[src/rtl/data_bus_transmit_gen.sv]
// Multi-lane transmit mux: ordered sets shifted MSB-first per lane, or handshaked transport data.
// Optional os_count output is enabled by defining DBT_OS_COUNT_EN.
module data_bus_transmit_gen #(
   parameter int unsigned NUM_LANES    = 2,
   parameter int unsigned LANE_W       = 8,
   parameter int unsigned LANES_ON_DLY = 10,
   parameter int unsigned SYM_MAX      = 15
) (
   input  logic                        clk,
   input  logic                        rst,
   input  logic [1:0]                  mode,
   input  logic [64*NUM_LANES-1:0]     os_data,
   input  logic                        os_half,
   input  logic                        os_sym_ins,
   input  logic [LANE_W*NUM_LANES-1:0] td_in,
   input  logic                        td_valid,
   output logic                        td_ready,
   output logic [LANE_W*NUM_LANES-1:0] lane_tx,
   output logic                        lane_valid,
   output logic                        tx_lanes_on,
   output logic                        os_sent,
   output logic [3:0]                  sym_cnt
`ifdef DBT_OS_COUNT_EN
   ,
   output logic [15:0]                 os_count
`endif
);

   localparam int unsigned MaxBeats = 64 / LANE_W;
   localparam int unsigned BeatW    = (MaxBeats > 2) ? $clog2(MaxBeats) : 1;
   localparam int unsigned LaneBits = LANE_W * NUM_LANES;
   localparam int unsigned OsBits   = 64 * NUM_LANES;
   localparam logic [3:0]  SymMax   = 4'(SYM_MAX);
   localparam logic [7:0]  OnDly    = 8'(LANES_ON_DLY);

   typedef enum logic [1:0] {
      StOff  = 2'b00,
      StOs   = 2'b01,
      StData = 2'b10,
      StZero = 2'b11
   } state_e;

   state_e              state_q, state_d;
   logic [BeatW-1:0]    beat_q, beat_d, beat_last;
   logic [OsBits-1:0]   shadow_os_q, live_os, cur_os;
   logic                shadow_half_q, shadow_ins_q;
   logic                cur_half, cur_ins, os_start, os_last;
   logic [3:0]          sym_cnt_q, sym_cnt_d;
   logic [7:0]          on_cnt_q, on_cnt_d;
   logic                on_q, on_d;
   logic [LaneBits-1:0] os_beat, lane_tx_d;
   logic                lane_valid_d, os_sent_d;

   // Symbol insertion is folded into the captured word so the shadow holds exactly what is sent.
   always_comb begin
      live_os = os_data;
      if (os_sym_ins) begin
         for (int k = 0; k < NUM_LANES; k++) begin
            live_os[64*k+36 +: 8] = {sym_cnt_q, ~sym_cnt_q};
         end
      end
   end

   // Beat 0 uses the live inputs directly; later beats come from the shadow captured at beat 0.
   assign os_start = (beat_q == '0);
   assign cur_os   = os_start ? live_os    : shadow_os_q;
   assign cur_half = os_start ? os_half    : shadow_half_q;
   assign cur_ins  = os_start ? os_sym_ins : shadow_ins_q;

   assign beat_last = cur_half ? BeatW'(MaxBeats / 2 - 1) : BeatW'(MaxBeats - 1);
   assign os_last   = (beat_q == beat_last);

   always_comb begin
      os_beat = '0;
      for (int k = 0; k < NUM_LANES; k++) begin
         os_beat[LANE_W*k +: LANE_W] =
            LANE_W'(cur_os[64*k +: 64] >> (64 - LANE_W - int'(beat_q) * LANE_W));
      end
   end

   always_comb begin
      state_d = state_e'(mode);
      // An ordered set in flight always completes before the state may change.
      if (state_q == StOs && !os_last) begin
         state_d = StOs;
      end
   end

   always_comb begin
      beat_d    = '0;
      sym_cnt_d = sym_cnt_q;
      if (state_q == StOs) begin
         beat_d = os_last ? '0 : beat_q + 1'b1;
         if (state_d != StOs) begin
            sym_cnt_d = '0;
         end else if (os_last && cur_ins && sym_cnt_q < SymMax) begin
            sym_cnt_d = sym_cnt_q + 4'd1;
         end
      end
   end

   always_comb begin
      lane_tx_d    = '0;
      lane_valid_d = 1'b0;
      os_sent_d    = 1'b0;
      unique case (state_q)
         StOs: begin
            lane_tx_d    = os_beat;
            lane_valid_d = 1'b1;
            os_sent_d    = os_last;
         end
         StData: begin
            if (td_valid) begin
               lane_tx_d    = td_in;
               lane_valid_d = 1'b1;
            end
         end
         StZero: begin
            lane_valid_d = 1'b1;
         end
         default: begin
         end
      endcase
   end

   always_comb begin
      on_cnt_d = '0;
      on_d     = 1'b0;
      if (state_q != StOff) begin
         on_cnt_d = (on_cnt_q == OnDly) ? on_cnt_q : on_cnt_q + 8'd1;
         on_d     = on_q | (on_cnt_d == OnDly);
      end
   end

   assign td_ready = (state_q == StData);

   always_ff @(posedge clk) begin
      if (rst) begin
         state_q       <= StOff;
         beat_q        <= '0;
         shadow_os_q   <= '0;
         shadow_half_q <= 1'b0;
         shadow_ins_q  <= 1'b0;
         sym_cnt_q     <= '0;
         on_cnt_q      <= '0;
         on_q          <= 1'b0;
         lane_tx       <= '0;
         lane_valid    <= 1'b0;
         os_sent       <= 1'b0;
      end else begin
         state_q    <= state_d;
         beat_q     <= beat_d;
         sym_cnt_q  <= sym_cnt_d;
         on_cnt_q   <= on_cnt_d;
         on_q       <= on_d;
         lane_tx    <= lane_tx_d;
         lane_valid <= lane_valid_d;
         os_sent    <= os_sent_d;
         if (state_q == StOs && os_start) begin
            shadow_os_q   <= live_os;
            shadow_half_q <= os_half;
            shadow_ins_q  <= os_sym_ins;
         end
      end
   end

   assign sym_cnt     = sym_cnt_q;
   assign tx_lanes_on = on_q;

`ifdef DBT_OS_COUNT_EN
   logic [15:0] os_count_q;

   always_ff @(posedge clk) begin
      if (rst) begin
         os_count_q <= '0;
      end else if (os_sent_d) begin
         os_count_q <= os_count_q + 16'd1;
      end
   end

   assign os_count = os_count_q;
`endif

endmodule

[config.mk]
export PLATFORM = sky130hd
export DESIGN_NAME = data_bus_transmit_gen
export DESIGN_NICKNAME = d
export VERILOG_FILES = /design/src/rtl/data_bus_transmit_gen.sv
export SDC_FILE = /design/constraint.sdc
export NUM_CORES = 1
export LEC_CHECK = 0
export ABC_AREA = 1
export BUFFER_PORTS_ARGS = -buffer_cell sky130_fd_sc_hd__buf_2
export CAP_MARGIN = 20
export CORE_MARGIN = 3
export CORE_UTILIZATION = 35
export CTS_CLUSTER_SIZE = 20
export DETAILED_ROUTE_END_ITERATION = 16
export PLACE_DENSITY = 0.65
export REMOVE_ABC_BUFFERS = 1
export SLEW_MARGIN = 20
export SYNTH_ARGS = -nofsm -noshare
export SYNTH_HDL_FRONTEND = slang
export SYNTH_SLANG_ARGS = --single-unit
[constraint.sdc]
create_clock -name clk -period 2.9 [get_ports clk]
set_clock_uncertainty 0.2 [all_clocks]
set_input_delay 0.58 -clock clk [delete_from_list [all_inputs] [get_ports clk]]
set_output_delay 0.58 -clock clk [all_outputs]
set_load 0.01 [all_outputs]
# Word-level counts from Yosys, hierarchy flattened
# Cells that the tools add are included.
[op_classes]
n_addsub = 4
n_lt_le_gt_ge = 1
eq_ne = 7
n_shift = 2
n_mux = 14
bitwise_logic = 4
n_reduce_logical = 13
[ops]
columns = ["operator", "n"]
rows = [
  ["128-bit 2-to-1 mux", 1],
  ["64-bit by 32-bit >> shifter with 8-bit output", 2],
  ["16-bit case mux with 2 select lines", 1],
  ["8-bit 2-to-1 mux", 3],
  ["8-bit by 4-bit == test with 1-bit output (second input constant)", 2],
  ["16-bit 2-to-1 mux", 1],
  ["8-bit by 1-bit adder with 8-bit output (second input constant)", 1],
  ["4-bit 2-to-1 mux", 2],
  ["6-bit by 6-bit subtractor with 7-bit output (first input constant)", 1],
  ["2-bit OR reduction", 3],
  ["4-bit by 1-bit adder with 4-bit output (second input constant)", 1],
  ["2-bit == test (second input constant)", 2],
  ["1-bit logical AND", 4],
  ["4-bit less-than comparator (second input constant)", 1],
  ["4-bit NOT", 1],
  ["2-bit nonzero test", 2],
  ["3-bit by 1-bit adder with 3-bit output (second input constant)", 1],
  ["3-bit == test", 1],
  ["3-bit logical NOT", 1],
  ["1-bit 2-to-1 mux", 3],
  ["3-bit 2-to-1 mux", 1],
  ["3-bit OR reduction", 1],
  ["2-bit by 1-bit == test with 1-bit output (second input constant)", 1],
  ["2-bit 2-to-1 mux", 1],
  ["other kinds (6)", 7],
]
[totals]
ff_bits = 166
out_inout_bits = 24
wordCells = 56

# Longest topological paths before layout
# Gate-level depths: netlist of run 1.
[depth]
ltp_word = 10
mapped_depth = 16

# Worst setup path before layout of run 1
# OpenSTA, ideal clock, no wires.
[synth_timing]
kind = "register -> register"
from = "reg beat_q[0]"
to = "reg lane_tx[13]"
setup_time_ns = 0.070
t_arrival_ns = 2.018
slack_ns = 0.611
stages_incl_launch_ff = 16
synth_period_minus_slack_ns = 2.289
path_cell_list = "dfxtp_1 > inv_1 > buf_2 > buf_1 > ha_1 > buf_4 > inv_2 > nor2_4 > buf_6 > buf_2 > nand2_1 > nand3_1 > nand3_1 > nand3_1 > nand3_1 > a21oi_1"
[synth_via]
elab_chain_cells = 4
word_cells_on_any_way = 5
[synth_lines]
columns = ["element", "line", "rtl"]
rows = [
  ["start: declaration", "44", "logic [BeatW-1:0] beat_q, beat_d, beat_last;"],
  ["start signal: assignment", "152", "beat_q <= beat_d;"],
  ["parallel branches: the longest is 2 deep, another holds 6-bit by 6-bit subtractor with 7-bit output", "-", ""],
  ["64-bit by 32-bit >> shifter with 8-bit output *", "77", "LANE_W'(cur_os[64*k +: 64] >> (64 - LANE_W - int'(beat_q) * LANE_W));"],
  ["16-bit case mux with 2 select lines *", "106", "unique case (state_q)"],
  ["end signal: assignment", "156", "lane_tx <= lane_tx_d;"],
  ["end: declaration", "18", "output logic [LANE_W*NUM_LANES-1:0] lane_tx,"],
]
# Mark *: on every way between the ends.
# A chain may end at the register's enable or synchronous reset.

# Worst setup path in the final report of run 1
[layout_timing]
from = "reg beat_q[0]"
to = "reg sym_cnt_q[2] (netlist: sym_cnt[2])"
[layout_via]
elab_chain_cells = 10
word_cells_on_any_way = 14
[layout_lines]
columns = ["element", "line", "rtl"]
rows = [
  ["3-bit logical NOT", "65", "assign os_start = (beat_q == '0);"],
  ["1-bit 2-to-1 mux", "67", "assign cur_half = os_start ? os_half : shadow_half_q;"],
  ["3-bit 2-to-1 mux", "70", "assign beat_last = cur_half ? BeatW'(MaxBeats / 2 - 1) : BeatW'(MaxBeats - 1);"],
  ["3-bit == test", "71", "assign os_last = (beat_q == beat_last);"],
  ["1-bit logical NOT", "84", "if (state_q == StOs && !os_last) begin"],
  ["1-bit logical AND", "84", ""],
  ["2-bit 2-to-1 mux", "84", ""],
  ["2-bit by 1-bit != test with 1-bit output", "94", "if (state_d != StOs) begin"],
  ["2-bit nonzero test (no line)", "-", ""],
  ["2-bit AND reduction (no line)", "-", ""],
  ["end signal: assignment", "153", "sym_cnt_q <= sym_cnt_d;"],
  ["end: declaration", "48", "logic [3:0] sym_cnt_q, sym_cnt_d;"],
]
# Several ways; a longest one is shown, not always the timed one.

==> impl_metrics.tcl, run 1 <==
set metrics [dict create \
    fp.coreArea_um2 24600 \
    grt_overflow_total 0 \
    fillers 2638 \
    irDropWorstVdd_mv 0.320 \
    clock-root-buffer "clkbuf_16" \
    gp_congestion 0.827 \
    wl_met1_um 14100 \
    critPathSlowestCell "buf_4" \
    crit_path_start_kind "register" \
    slowest_delay_ps 660 \
    critPathKind "reg2reg" \
    cts_buffer_depth 2 \
    drc 0 \
    synthesis.area_um2 8880 \
    drt_first_pass_iters 5 \
    grt_pass1_vias 8762 \
    crit_arrival_ps 2720 \
    dpl-instance-area_um2 9920 \
    start_util_pct 36.1 \
    drtIter0Drc 932 \
    ys_warn_count 0 \
    num-nets-final 1635 \
    wl_met2_um 13600 \
    finalMaxSlewViolations 0 \
    grt_pass1_wl_um 47500 \
    p_per_area_nw_per_um2 548 \
    placementRows 57 \
    clock_latency_ps 420 \
    wl_um 30400 \
    htreeDepth 4 \
    run_status "finished, final reports clean" \
    synth_cell_type_count 25 \
    topRoutingLayerUsed "met5" \
    finalInstanceArea_um2 10500 \
    tritoncts "done" \
    cts_setup_buffers 0 \
    wl_met3_um 2250 \
    cts_sinks 166 \
    drive_gt1_share_pct 16.9 \
    vias 9698 \
    endpoint_kind "register" \
    yosysSeqAreaShare_pct 37.4 \
    die_h_um 165 \
    layout_min_cycle_time_ps 2560 \
    crit_path_frequent_cell "nand2_1" \
    cts_buffers 17 \
    finalSetupViolations 0 \
    fmax_mhz 391 \
    leakagePower_nw 4.44 \
    synth-seq-cells 166 \
    avgSynthCellArea_um2 6.46 \
    finalNonFillerCells 1811 \
    crit_fanout 66 \
    die_w_um 165 \
    hold_buffers 0 \
    holdWs_ps 198 \
    dp_cells 1780 \
    cts_resized 0 \
    rsz0062_at_grt "false" \
    required_ps 3060 \
    dieArea_um2 27300 \
    gr-usage-all-layers_pct 22.0 \
    timing.final.crit_share_pct 88.3 \
    antenna_found_initial 3 \
    postSynthCellCount 1374 \
    pin_count 175 \
    areaGrowthSynthToFinish_pct 18.4 \
    p_total_mw 5.77 \
    cap_violations 0 \
    hold_violations 0 \
    max_slew_margin_pct 42.9 \
    wl_per_cell_um 16.8 \
    clk_pin_slew_ps 70 \
    antenna_cells 0 \
    via_per_inst 5.36 \
    port_buffers 174 \
    worst_pin_slew_ps 857 \
    dpl.hpwl_um 18400 \
    worstPathCellList "buf_4, ha_1, inv_1, a21oi_2, nand2_1, nand2_1, o21ai_2, nand2_1, nand2_2, nand2_1, nand2_1, nor2_1" \
    postRouteAntennaNets 0 \
    grt_max_degree 97 \
    hold_class "in2reg" \
]
-- cell usage in the layout (no fill, tap or decap), drive strengths merged --
cell,Yosys,layout
xor2,3,3
nand4,8,8
clkinv,1,6
clkinvlp,0,3
nand2,412,412
nand3b,3,3
nor3,2,2
nor2,26,26
nand3,387,387
bufinv,0,2
o2111ai,2,2
o21ai,14,14
ha,9,9
dfxtp,166,166
inv,45,45
clkbuf,49,21
a21oi,171,171
buf,69,200
or2,7,7
-- flip-flops by register name, indices dropped and copies added, names as in the netlist --
register	flops
shadow_os_q	128
lane_tx	16
on_cnt_q	8
sym_cnt	4
beat_q	3
state_q	2
lane_valid	1
os_sent	1
shadow_half_q	1
shadow_ins_q	1
tx_lanes_on	1
-- power breakdown --
group          switching (mW)  total [mW]  internal, mW
clock network           0.991        2.33          1.34
logic                   0.616       0.970         0.354
registers              0.0623        2.47          2.40
-- layer usage --
layer  vias to the layer above  global-route usage [%]
met4                         6                    4.95
met1                      4522                    31.8
met5                         -                       0
met2                       343                    33.7
met3                        38                    4.34
li1                       4789                       -
-- critical path: cells and delay by family (launching register included) --
kind / cells / cell delay [ps]
AOI/OAI and AO/OA: 2 / 220
adders and majority gates: 1 / 290
buffers and inverters: 2 / 720
DFF: 1 / 330
and+or+nand+nor: 7 / 730
-- worst paths after layout --
| kind | start | endpoint | slack [ps] | depth (start not counted) |
|---|---|---|---|---|
| min reg2reg | tx_lanes_on$_SDFF_PP0_ | tx_lanes_on$_SDFF_PP0_ | 240 | 2 |
| max | beat_q[0]$_SDFF_PP0_ | sym_cnt[2]$_SDFFE_PP0P_ | 340 | 12 |
| min | td_in[14] | lane_tx[14]$_SDFF_PP0_ | 200 | 3 |
| max reg2reg | beat_q[0]$_SDFF_PP0_ | sym_cnt[2]$_SDFFE_PP0P_ | 340 | 12 |
-- area by class of cell --
class                   count  area, µm²  area share [%]
well taps                 324        405            3.85
flip-flops and latches    166       3330            31.6
multi-input cells        1044       4840            46.0
clock buffers              21        470            4.47
clock inverters            10        123            1.17
inverters                  46        173            1.64
repair buffers            200       1180            11.2
-- cell usage after synthesis --
master	n	area, µm²
a21oi_1	170	851
a21oi_2	1	8.76
buf_1	17	63.8
buf_2	28	140
buf_4	22	165
buf_6	2	22.5
clkbuf_1	49	184
clkinv_1	1	3.75
dfxtp_1	166	3320
ha_1	9	113
inv_1	43	161
inv_2	2	7.51
nand2_1	410	1540
nand2_2	2	12.5
nand3_1	387	1940
nand3b_1	3	22.5
nand4_1	8	50.1
nor2_1	25	93.8
nor2_4	1	11.3
nor3_1	2	10.0
o2111ai_1	2	17.5
o21ai_0	13	65.1
o21ai_2	1	8.76
or2_2	7	43.8
xor2_1	3	26.3
-- cell families (layout without fill, tap and decap cells) --
family	Yosys count	count (layout)	share of synthesized area (%)
buf+inv	164	277	8.42
simple gates	845	845	41.9
fa+ha+maj	9	9	1.27
xor+xnor	3	3	0.296
flops	166	166	37.4
compound gates	187	187	10.7
-- stage by stage --
stage / setup TNS [ps] / utilization [%] / setup WS [ps]
floorplan: -847690 / - / -6260
global placement: 0 / 40.3 / 439
detailed placement: 0 / 40.3 / 384
CTS: 0 / 42.7 / 367
global route: 0 / 42.7 / 57.5
finish: 0 / 42.7 / 339
No activity file was read; power rests on OpenSTA's default activity.
==> run 2, diff against run 1 <==
--- a/config.mk
+++ b/config.mk
@@ -6,13 +6,13 @@
 export NUM_CORES = 1
 export LEC_CHECK = 0
 export ABC_AREA = 1
-export BUFFER_PORTS_ARGS = -buffer_cell sky130_fd_sc_hd__buf_2
 export CAP_MARGIN = 20
 export CORE_MARGIN = 3
 export CORE_UTILIZATION = 35
 export CTS_CLUSTER_SIZE = 20
 export DETAILED_ROUTE_END_ITERATION = 16
-export PLACE_DENSITY = 0.65
+export DONT_BUFFER_PORTS = 1
+export PLACE_DENSITY = 0.59
 export REMOVE_ABC_BUFFERS = 1
 export SLEW_MARGIN = 20
 export SYNTH_ARGS = -nofsm -noshare
==> run 2 against run 1 <==
  * First-iteration DRC count down 31%
  * Utilization fell by 3.5 points
  * Worst hold slack got worse by 160 ps
  * Combinational power shrank 21%
  * Setup slack better by 94 ps
  * Critical path depth decreased by 1
  * Via count fell by 8.6%
  * Count of clock-buffer cells in the layout unchanged
  * Cell count down 9.6%
  * Die area unchanged
  * Critical endpoint is now lane_tx[8]$_SDFF_PP0_
  * Largest cell class unchanged
  * Highest routed layer unchanged
==> impl_metrics.tcl, run 2 (synthesis gave the netlist of run 1 again) <==
set metrics [dict create \
    clock_latency_ps 430 \
    slowest_delay_ps 470 \
    run_status "finished, final reports clean" \
    worstHoldPathCells 1 \
    cts_resized 0 \
    worstPathCellList "inv_2, ha_2, buf_4, nand2_4, buf_12, nand2_1, nand3_1, nand3_1, nand3_1, nand3_1, a21oi_1" \
    critPathKind "reg2reg" \
    port_buffers 0 \
    clk_pin_slew_ps 70 \
    leakagePower_nw 3.73 \
    areaGrowthSynthToFinish_pct 8.81 \
    die_w_um 165 \
    clkPwrFrac_pct 44.0 \
    p_per_area_nw_per_um2 599 \
    crit_path_frequent_cell "nand3_1" \
    final_cell_mix "409 x nand2_1, 387 x nand3_1, 170 x a21oi_1" \
    fp.coreArea_um2 24600 \
    hold_class "in2reg" \
    worst_pin_slew_ps 837 \
    p_sw_mw 1.58 \
    endpoint_kind "register" \
    antenna_found_initial 1 \
    grt_pass1_wl_um 46100 \
    max_slew_margin_pct 44.2 \
    largest_reg_flops 128 \
    holdWs_ps 35.1 \
    combPwrFrac_pct 13.2 \
    p_total_mw 5.79 \
    r2r-start "beat_q[0]$_SDFF_PP0_" \
    irDropWorstVdd_mv 0.310 \
    layout_min_cycle_time_ps 2470 \
    tritoncts "done" \
    worst-path-buf-inv 3 \
    cts_buffer_depth 2 \
    top_regs "shadow_os_q: 128 flops, lane_tx: 16 flops, on_cnt_q: 8 flops" \
    gp_congestion 0.821 \
    critPathSlowestCell "dfxtp_4" \
    dpl-instance-area_um2 8990 \
    timing.final.crit_share_pct 85.0 \
    cp.depth 11 \
    pin_count 175 \
    die_h_um 165 \
    cts_sinks 166 \
    drc 0 \
    antenna_cells 0 \
    cts_setup_buffers 0 \
    start_util_pct 36.1 \
    rsz0062_at_grt "false" \
    hold_buffers 0 \
    required_ps 3040 \
    mostFrequentLayoutCell "nand2_1" \
    crit_path_start_kind "register" \
    num-nets-final 1460 \
    grt_pass1_vias 8349 \
    dieArea_um2 27300 \
    cp_top_family "buffers and inverters" \
    cts_buffers 17 \
    drt_first_pass_iters 5 \
    wl_per_cell_um 18.0 \
    utilization_pct 39.3 \
    top_register "shadow_os_q" \
    placementRows 57 \
    clock-root-buffer "clkbuf_16" \
    hold_violations 0 \
    htreeDepth 4 \
    postRouteAntennaNets 0 \
    rr_worst_depth 11 \
    finalInstanceArea_um2 9660 \
    seqPwrFrac_pct 42.8 \
    cp-startpoint "beat_q[0]$_SDFF_PP0_" \
    finalMaxSlewViolations 0 \
    crit_fanout 78 \
    drtIter0Drc 643 \
    worstHoldStart "rst" \
    crit_arrival_ps 2610 \
    fmax_mhz 405 \
    gr-usage-all-layers_pct 21.5 \
    cap_violations 0 \
    dpl.hpwl_um 17500 \
    reg2reg_slack_ps 430 \
    wl_um 29500 \
    switching_share_pct 27.2 \
    drive_gt1_share_pct 5.71 \
    p_int_mw 4.21 \
    vias 8867 \
    grt_max_degree 128 \
    grt_overflow_total 0 \
    tns_ps 0 \
    finalSetupViolations 0 \
    via_per_inst 5.42 \
]
run 2: area by class of cell:
cell class                      count  area (µm²)
Clock buffer                       21         482
Multi-Input combinational cell   1044        4840
Sequential cell                   166        3330
Inverter                           46         173
Clock inverter                     11         170
Timing Repair Buffer               25         268
Tap cell                          324         405
Fill cell                        2623       14900
run 2: per-stage QoR:
| stage | worst slack, ps | std cells |
|---|---|---|
| 2_1_floorplan | -6260 | 1256 |
| 3_3_place_gp | 519 | 1603 |
| 3_5_place_dp | 442 | 1603 |
| 4_1_cts | 422 | 1635 |
| 5_1_grt | 193 | 1637 |
| 6_report | 434 | 1637 |
run 2: layer usage:
metal / vias up / share of wire, % / wire, µm / global-route usage (%)
li1: 4446 / - / - / -
met1: 4117 / 44 / 13000 / 28.1
met2: 274 / 46 / 13700 / 35.0
met3: 28 / 8.2 / 2430 / 6.59
met4: 2 / 1.2 / 354 / 4.46
met5: - / 0.044 / 13 / 0
run 2: path summary, 6_finish.rpt:
path	endpoint
max	lane_tx[8]$_SDFF_PP0_
min	shadow_os_q[4]$_SDFFE_PP0P_
max reg2reg	lane_tx[8]$_SDFF_PP0_
min reg2reg	shadow_os_q[84]$_SDFFE_PP0P_
run 2: power groups by stage:
| stage | sequential (mW) | combinational (mW) | clock [mW] |
|---|---|---|---|
| after CTS | 2.48 | 0.766 | 2.61 |
| after floorplan | 2.52 | 0.550 | 0 |
| after global routing | 2.49 | 0.868 | 2.69 |
| after global placement | 2.53 | 0.758 | 0 |
| final | 2.48 | 0.763 | 2.55 |
| after detailed placement | 2.53 | 0.762 | 0 |
run 2: worst reg2reg max path: stages, from the launching register on:
cell and delay [ps]:
dfxtp_4 470, inv_2 60, ha_2 190, buf_4 300
nand2_4 170, buf_12 340, nand2_1 110, nand3_1 100
nand3_1 70, nand3_1 100, nand3_1 70, a21oi_1 210
==> run 3, diff against run 2 <==
--- a/config.mk
+++ b/config.mk
@@ -7,6 +7,7 @@
 export LEC_CHECK = 0
 export ABC_AREA = 1
 export CAP_MARGIN = 20
+export CORE_ASPECT_RATIO = 0.8
 export CORE_MARGIN = 3
 export CORE_UTILIZATION = 35
 export CTS_CLUSTER_SIZE = 20
==> run 3 against run 2 <==
  * Register-to-register slack improved by 200 ps
  * Routed wire length grew 1.4%
  * Die area about the same
  * Flip-flop and latch count stayed put
  * Via count is 0.45% higher
  * Final area is 0.62% lower
  * Maximum frequency increased by 8.6%
  * Critical endpoint is now sym_cnt[0]$_SDFFE_PP0P_
==> impl_metrics.tcl, run 3 (synthesis gave the netlist of run 1 again) <==
set metrics [dict create \
    cts_setup_buffers 0 \
    holdWs_ps 31.2 \
    clk_pin_slew_ps 60 \
    grt_pass1_vias 8047 \
    htreeDepth 4 \
    dpl.hpwl_um 17800 \
    wl_met2_um 13200 \
    pre_cts_ws_ps 646 \
    finalSetupViolations 0 \
    hold_violations 0 \
    rr_worst_depth 11 \
    worstHoldStart "rst" \
    cp-startpoint "beat_q[1]$_SDFF_PP0_" \
    antenna_found_initial 1 \
    finalMaxSlewViolations 0 \
    hold_class "in2reg" \
    fp.coreArea_um2 24600 \
    utilization_pct 39.0 \
    rsz0062_at_grt "false" \
    holdPathEnd "shadow_os_q[49]$_SDFFE_PP0P_" \
    cts_resized 0 \
    gr-usage-all-layers_pct 21.6 \
    wl_per_cell_um 18.3 \
    gp_congestion 0.811 \
    p_per_area_nw_per_um2 572 \
    grt_max_degree 102 \
    placementRows 51 \
    cap_violations 0 \
    worst_pin_slew_ps 1000 \
    largest_reg_flops 128 \
    critPathKind "reg2reg" \
    grt_overflow_total 0 \
    endpoint_kind "register" \
    areaGrowthSynthToFinish_pct 8.13 \
    p_total_mw 5.49 \
    r2r-start "beat_q[1]$_SDFF_PP0_" \
    run_status "finished, final reports clean" \
    via_per_inst 5.45 \
    drtIter0Drc 913 \
    top_regs "shadow_os_q: 128 flops, lane_tx: 16 flops, on_cnt_q: 8 flops" \
    worstHoldPathCells 1 \
    irDropWorstVdd_mv 0.379 \
    clock-root-buffer "clkbuf_16" \
    mostFrequentLayoutCell "nand2_1" \
    crit_arrival_ps 2400 \
    dieArea_um2 27300 \
    tritoncts "done" \
    fmax_mhz 440 \
    start_util_pct 36.1 \
    wl_met3_um 2600 \
    grt_pass1_wl_um 46400 \
    tns_ps 0 \
    timing.final.crit_share_pct 78.3 \
    layout_min_cycle_time_ps 2270 \
    die_w_um 184 \
    clock_latency_ps 440 \
    fillers 2669 \
    cts_sinks 166 \
    leakagePower_nw 3.71 \
    top_register "shadow_os_q" \
    setup_ws_ps 630 \
    wl_met1_um 13800 \
    hold_buffers 2 \
    postRouteAntennaNets 0 \
    topRoutingLayerUsed "met4" \
    cts_buffers 17 \
    drt_first_pass_iters 5 \
    reg2reg_slack_ps 630 \
    cts_buffer_depth 2 \
    drive_gt1_share_pct 5.78 \
    port_buffers 0 \
    vias 8907 \
    required_ps 3030 \
    max_slew_margin_pct 32.9 \
    drc 0 \
    rr_endpoint "sym_cnt[0]$_SDFFE_PP0P_" \
    crit_path_start_kind "register" \
    crit_fanout 32 \
    pin_count 175 \
    final_cell_mix "409 x nand2_1, 387 x nand3_1, 170 x a21oi_1" \
    wl_um 29900 \
    num-nets-final 1462 \
    die_h_um 148 \
]
run 3: stage by stage:
stage	cells	area (µm²)
global route	1633	9600
detailed placement	1598	9000
finish	1635	9600
CTS	1632	9590
global placement	1598	9000
floorplan	1256	8310
run 3: how the worst max path moves through the flow:
stage,endpoint,slack (ps)
global placement,sym_cnt[1]$_SDFFE_PP0P_,720
floorplan,shadow_os_q[100]$_SDFFE_PP0P_,-6260
detailed placement,sym_cnt[0]$_SDFFE_PP0P_,650
CTS,sym_cnt[0]$_SDFFE_PP0P_,630
finish,sym_cnt[0]$_SDFFE_PP0P_,630
global route,lane_tx[0]$_SDFF_PP0_,440
run 3: layer usage:
layer | GRT usage, % | vias up
met4 | 4.61 | 0
met5 | 0 | -
met3 | 7.11 | 21
met2 | 32.1 | 258
met1 | 30.6 | 4171
li1 | - | 4457
run 3: area by class of cell:
type | count | area (µm²) | share of cell area, %
multi-input combinational | 1044 | 4840 | 50.4
tap | 318 | 398 | 4.14
timing repair buffer | 27 | 298 | 3.10
inverter | 46 | 173 | 1.80
clock inverter | 12 | 110 | 1.15
clock buffer | 20 | 457 | 4.76
sequential | 166 | 3330 | 34.6
antenna | 2 | 5.00 | 0.0521
run 3: where the power goes:
group / switching [mW] / leakage [nW] / internal, mW
registers: 0.0712 / 1.36 / 2.40
logic: 0.511 / 2.08 / 0.273
clock network: 1.06 / 0.281 / 1.18
run 3: worst max-delay path: stages (launching register included):
cell and delay, ps:
dfxtp_2 330, buf_4 430, ha_1 260, inv_1 60
a21oi_2 120, nand2_1 110, nand2_1 120, o21ai_2 100
nand2_1 90, nand2_2 90, o21ai_0 180, nor2_1 60
